<file path="src/rtl/turf_wb_byte_bridge.sv">
// Byte-framed host commands -> single Wishbone classic cycles; one transaction outstanding, cyc at N+1 after last byte.
// Response (status + read data) is held on m_tdata until m_tready; no command bytes are taken while busy.
module turf_wb_byte_bridge #(
  parameter int NUM_ADDRESS_BITS = 15,
  parameter int TIMEOUT_CYCLES   = 255
) (
  input  logic                        wb_clk_i,
  input  logic                        wb_rst_n_i,
  input  logic [7:0]                  s_tdata,
  input  logic                        s_tvalid,
  output logic                        s_tready,
  output logic [7:0]                  m_tdata,
  output logic                        m_tvalid,
  input  logic                        m_tready,
  output logic                        wb_cyc_o,
  output logic                        wb_stb_o,
  output logic                        wb_we_o,
  output logic [NUM_ADDRESS_BITS-1:0] wb_adr_o,
  output logic [31:0]                 wb_dat_o,
  output logic [3:0]                  wb_sel_o,
  input  logic [31:0]                 wb_dat_i,
  input  logic                        wb_ack_i,
  input  logic                        wb_err_i,
  input  logic                        wb_rty_i,
  output logic                        busy_o
);

  localparam int TW = $clog2(TIMEOUT_CYCLES + 1);
  localparam logic [TW-1:0] TMO_LAST = TW'(TIMEOUT_CYCLES - 1);

  typedef enum logic [2:0] {CMD0, CMD1, DATA, WB, RESP} state_t;

  state_t        state_q;
  logic          w_q;
  logic [14:0]   adr_q;
  logic [31:0]   dat_q;
  logic [31:0]   rd_q;
  logic [2:0]    cnt_q;
  logic [TW-1:0] tmo_q;
  logic          cyc_q;
  logic          we_q;
  logic          s_tready_q;
  logic          m_tvalid_q;
  logic [7:0]    m_tdata_q;

  logic s_acc;
  logic m_acc;
  logic term;

  assign s_acc = s_tvalid && s_tready_q;
  assign m_acc = m_tvalid_q && m_tready;
  assign term  = wb_ack_i || wb_err_i || wb_rty_i;

  always_ff @(posedge wb_clk_i or negedge wb_rst_n_i) begin
    if (!wb_rst_n_i) begin
      state_q    <= CMD0;
      w_q        <= 1'b0;
      adr_q      <= '0;
      dat_q      <= '0;
      rd_q       <= '0;
      cnt_q      <= '0;
      tmo_q      <= '0;
      cyc_q      <= 1'b0;
      we_q       <= 1'b0;
      s_tready_q <= 1'b1;
      m_tvalid_q <= 1'b0;
      m_tdata_q  <= '0;
    end else begin
      case (state_q)
        CMD0: if (s_acc) begin
          w_q         <= s_tdata[7];
          adr_q[14:8] <= s_tdata[6:0];
          state_q     <= CMD1;
        end
        CMD1: if (s_acc) begin
          adr_q[7:0] <= s_tdata;
          cnt_q      <= '0;
          tmo_q      <= '0;
          if (w_q) begin
            state_q <= DATA;
          end else begin
            state_q    <= WB;
            cyc_q      <= 1'b1;
            s_tready_q <= 1'b0;
          end
        end
        DATA: if (s_acc) begin
          dat_q <= {dat_q[23:0], s_tdata};
          cnt_q <= cnt_q + 3'd1;
          if (cnt_q == 3'd3) begin
            state_q    <= WB;
            cyc_q      <= 1'b1;
            we_q       <= 1'b1;
            s_tready_q <= 1'b0;
            tmo_q      <= '0;
          end
        end
        WB: begin
          tmo_q <= tmo_q + 1'b1;
          // A termination on the expiry edge is honoured; the timeout only fires without one.
          if (term || tmo_q == TMO_LAST) begin
            cyc_q      <= 1'b0;
            we_q       <= 1'b0;
            m_tvalid_q <= 1'b1;
            cnt_q      <= '0;
            state_q    <= RESP;
            if (wb_err_i) begin
              m_tdata_q <= 8'h01;
              rd_q      <= '0;
            end else if (wb_rty_i) begin
              m_tdata_q <= 8'h02;
              rd_q      <= '0;
            end else if (wb_ack_i) begin
              m_tdata_q <= 8'h00;
              rd_q      <= wb_dat_i;
            end else begin
              m_tdata_q <= 8'h03;
              rd_q      <= '0;
            end
          end
        end
        RESP: if (m_acc) begin
          if (cnt_q == (w_q ? 3'd0 : 3'd4)) begin
            m_tvalid_q <= 1'b0;
            s_tready_q <= 1'b1;
            state_q    <= CMD0;
          end else begin
            m_tdata_q <= rd_q[31:24];
            rd_q      <= {rd_q[23:0], 8'h00};
            cnt_q     <= cnt_q + 3'd1;
          end
        end
        default: state_q <= CMD0;
      endcase
    end
  end

  assign s_tready = s_tready_q;
  assign m_tvalid = m_tvalid_q;
  assign m_tdata  = m_tdata_q;
  assign wb_cyc_o = cyc_q;
  assign wb_stb_o = cyc_q;
  assign wb_we_o  = we_q;
  assign wb_adr_o = adr_q[NUM_ADDRESS_BITS-1:0];
  assign wb_dat_o = dat_q;
  assign wb_sel_o = 4'hF;
  assign busy_o   = (state_q != CMD0);

endmodule

</file>
<file path="config.mk">
export PLATFORM = sky130hd
export DESIGN_NAME = turf_wb_byte_bridge
export DESIGN_NICKNAME = d
export VERILOG_FILES = /design/src/rtl/turf_wb_byte_bridge.sv
export SDC_FILE = /design/constraint.sdc
export NUM_CORES = 1
export LEC_CHECK = 0
export CAP_MARGIN = 20
export CELL_PAD_IN_SITES_DETAIL_PLACEMENT = 1
export CELL_PAD_IN_SITES_GLOBAL_PLACEMENT = 1
export CORE_MARGIN = 3
export CORE_UTILIZATION = 35
export CTS_CLUSTER_SIZE = 28
export DETAILED_ROUTE_END_ITERATION = 16
export MAX_ROUTING_LAYER = met4
export PLACE_DENSITY_LB_ADDON = 0.1
export SLEW_MARGIN = 20
export SYNTH_ARGS = -nofsm -noshare
export SYNTH_HDL_FRONTEND = slang
export SYNTH_SLANG_ARGS = --single-unit
</file>
<file path="constraint.sdc">
create_clock -name wb_clk_i -period 2.18 [get_ports wb_clk_i]
set_clock_uncertainty 0.2 [all_clocks]
set_input_delay 0.218 -clock wb_clk_i [delete_from_list [all_inputs] [get_ports wb_clk_i]]
set_output_delay 0.218 -clock wb_clk_i [all_outputs]
set_load 0.02 [all_outputs]
</file>
==> flow_metrics.py <==
metrics = {
    "timing": {
        "drv_slew": 0,
        "min_period_ns": 2.09,
        "timing.final.crit_share_pct": 96.0,
        "hold_viol": 0,
        "setup_ws_ns": 0.0867,
        "finalSetupViolCount": 0,
        "fmax_mhz": 478,
    },
    "clocking": {
        "cts.htree.levels": 3,
        "root_buffer": "clkbuf_16",
        "clk_pin_slew_ns": 0.07,
        "numCtsBuffers": 9,
        "clock_sinks": 106,
        "clk_latency_ns": 0.35,
        "clock_path_buffers": 2,
        "cts_tree": "built",
    },
    "floorplan": {
        "dieArea_um2": 15400,
        "coreArea_um2": 13500,
        "start_util_pct": 36.4,
        "fp.dieH_um": 124,
        "die_width_um": 124,
        "ioPinCount": 112,
        "num_rows": 42,
    },
    "synth": {
        "seq_area_frac_synth_pct": 54.2,
        "synth_area_leader_cell": "dfrtp_1",
        "yosysMostFrequentCell": "dfrtp_1",
        "yosysTopAreaCellShare_pct": 53.7,
        "avgSynthCellArea_um2": 13.0,
        "netlist_area_um2": 4890,
        "yosysUniqueCellTypes": 39,
        "ys_dominant_reg_cell": "dfrtp_1",
        "async_reset_ff_share_pct": 100,
        "syn_inst": 375,
        "yosys_register_bits": 106,
        "ys_warn_count": 0,
        "synth_edf_count": 0,
        "synth_common_cells": "105 x dfrtp_1, 50 x mux2_2, 30 x nand2_1, 26 x a22o_1, 26 x mux2_4",
        "synth_area_leaders": "dfrtp_1 54%, mux2_2 12%, mux2_4 8.0%",
    },
    "drt": {
        "first_pass_iters": 4,
        "wire_per_inst_um": 17.1,
        "totalWireLength_um": 11500,
        "top_layer_used": "met4",
        "vias": 3296,
        "drc_errors": 0,
        "wl_met3_um": 885,
        "vias_per_cell": 4.89,
        "drt_iter0_drc": 102,
        "wl_met2_um": 5550,
        "postRouteAntennaNets": 0,
        "drt-met1-wl_um": 4990,
    },
    "cells_and_area": {
        "register_area_um2": 2650,
        "fill_cells": 1442,
        "antenna_cells": 0,
        "utilization_pct": 49.5,
        "drive_gt1_share_pct": 25.1,
        "multi_input_area_um2": 2050,
        "nets": 545,
        "areaGrowthSynthToFinish_pct": 36.0,
    },
    "worst_setup_path": {
        "worstSetupPathType": "flop to flop",
        "required_ns": 2.21,
        "arrival_ns": 2.13,
        "start_kind": "flop",
        "path_max_fanout": 6,
        "endpoint_kind": "flop",
    },
    "place": {
        "hpwl_um": 8110,
        "gp_congestion": 0.740,
        "io_buffers": 107,
        "place_ws_ns": -0.0717,
    },
    "run": {
        "cap_violations": 0,
    },
    "power_and_ir_drop": {
        "power_density_nw_per_um2": 574,
        "power_leakage_nw": 3.27,
        "ir_drop_mv": 0.321,
    },
    "global_routing": {
        "track_usage_pct": 15.9,
        "grt_first_pass_wirelength_um": 19200,
        "grt_max_degree": 41,
        "antenna_found_initial": 0,
        "grt_pass1_vias": 3611,
        "overflow": 0,
    },
    "run_status": {
        "status": "completed",
    },
    "hold_path": {
        "hold_path_class": "primary input to asynchronous set/reset pin",
    },
}
==> final cells by class <==
cell class              count  area share (%)
flip-flops and latches    106            39.9
multi-input cells         228            30.9
clock buffers              10            3.59
inverters                  20            1.13
well taps                 176            3.31
clock inverters             6            1.07
repair buffers            128            20.1
==> repair_timing <==
| item | in CTS | in global routing |
|---|---|---|
| buffers inserted | 0 | 1 |
| pin swaps | 0 | 0 |
| hold buffers | 1 | 0 |
| endpoints found under the setup margin | 3 | 6 |
| resized for setup | 2 | 3 |
| endpoints found under the hold margin | 49 | 0 |
==> routing by layer <==
layer / global-route usage [%] / up-vias
li1: - / 1551
met1: 19.3 / 1647
met2: 24.5 / 89
met3: 6.36 / 9
met4: 4.45 / 0
met5: - / -
==> cells in the final DEF (no fill, tap or decap), types with 9 or more instances in the layout <==
master and n:
clkbuf_16 9, buf_4 12, mux2i_1 15, buf_12 9, dfrtp_1 105, a22o_1 26
a21oi_1 9, mux2_4 26, nand2_1 30, inv_1 20, mux2_2 50, clkdlybuf4s50_1 105
==> report_power, final <==
group | internal, mW | switching [mW] | total (mW)
Combinational | 0.0970 | 0.0837 | 0.181
Sequential | 1.96 | 0 | 1.96
Clock | 0.934 | 0.742 | 1.68
Total | 3.00 | 0.826 | 3.82
==> metrics by stage <==
stage	instances	hold slack (ns)	power (mW)	setup TNS, ns	cell area [um^2]
after floorplan	378	-0.278	2.04	0	4900
final	674	0.163	3.82	0	6650
after global routing	674	0.193	4.00	-0.0199	6650
after global placement	656	-0.0127	2.19	0	6300
after detailed placement	656	-0.00553	2.19	-0.217	6300
after CTS	673	0.161	3.90	0	6630
==> critical path: stages (launching register included) <==
cell	delay (ns)
dfrtp_1	0.41
inv_1	0.09
ha_1	0.15
nand3_1	0.11
o211ai_2	0.23
buf_4	0.19
o311a_1	0.25
mux2_2	0.35
==> final timing paths <==
path,start,to,slack (ns),depth (start not counted)
max,tmo_q[0],cnt_q[2],0.09,7
min,wb_rst_n_i,tmo_q[5],0.16,2
max reg2reg,tmo_q[0],cnt_q[2],0.09,7
min reg2reg,wb_adr_o[10],wb_adr_o[10],0.31,1
max in group asynchronous,wb_rst_n_i,m_tdata[6],1.05,3
min in group wb_clk_i,wb_dat_i[6],rd_q[6],0.22,3
==> state kept, by name, indices dropped and copies added, names as in the netlist <==
register,cells
wb_we_o,1
s_tready,1
m_tdata,8
w_q,1
tmo_q,8
wb_cyc_o,1
m_tvalid,1
cnt_q,3
wb_adr_o,15
wb_dat_o,32
state_q,3
rd_q,32
==> logic make-up after synthesis <==
logic type	count (synthesis)	synth area share, %
xor gates and xnor gates	2	0.358
buffers and inverters	44	4.88
and+or+nand+nor	71	7.83
AOI/OAI and AO/OA	55	8.77
muxes	91	22.6
adders and majority gates	5	1.28
other	1	0.0767
DFF	106	54.2
(Power assumes the default switching activity.)
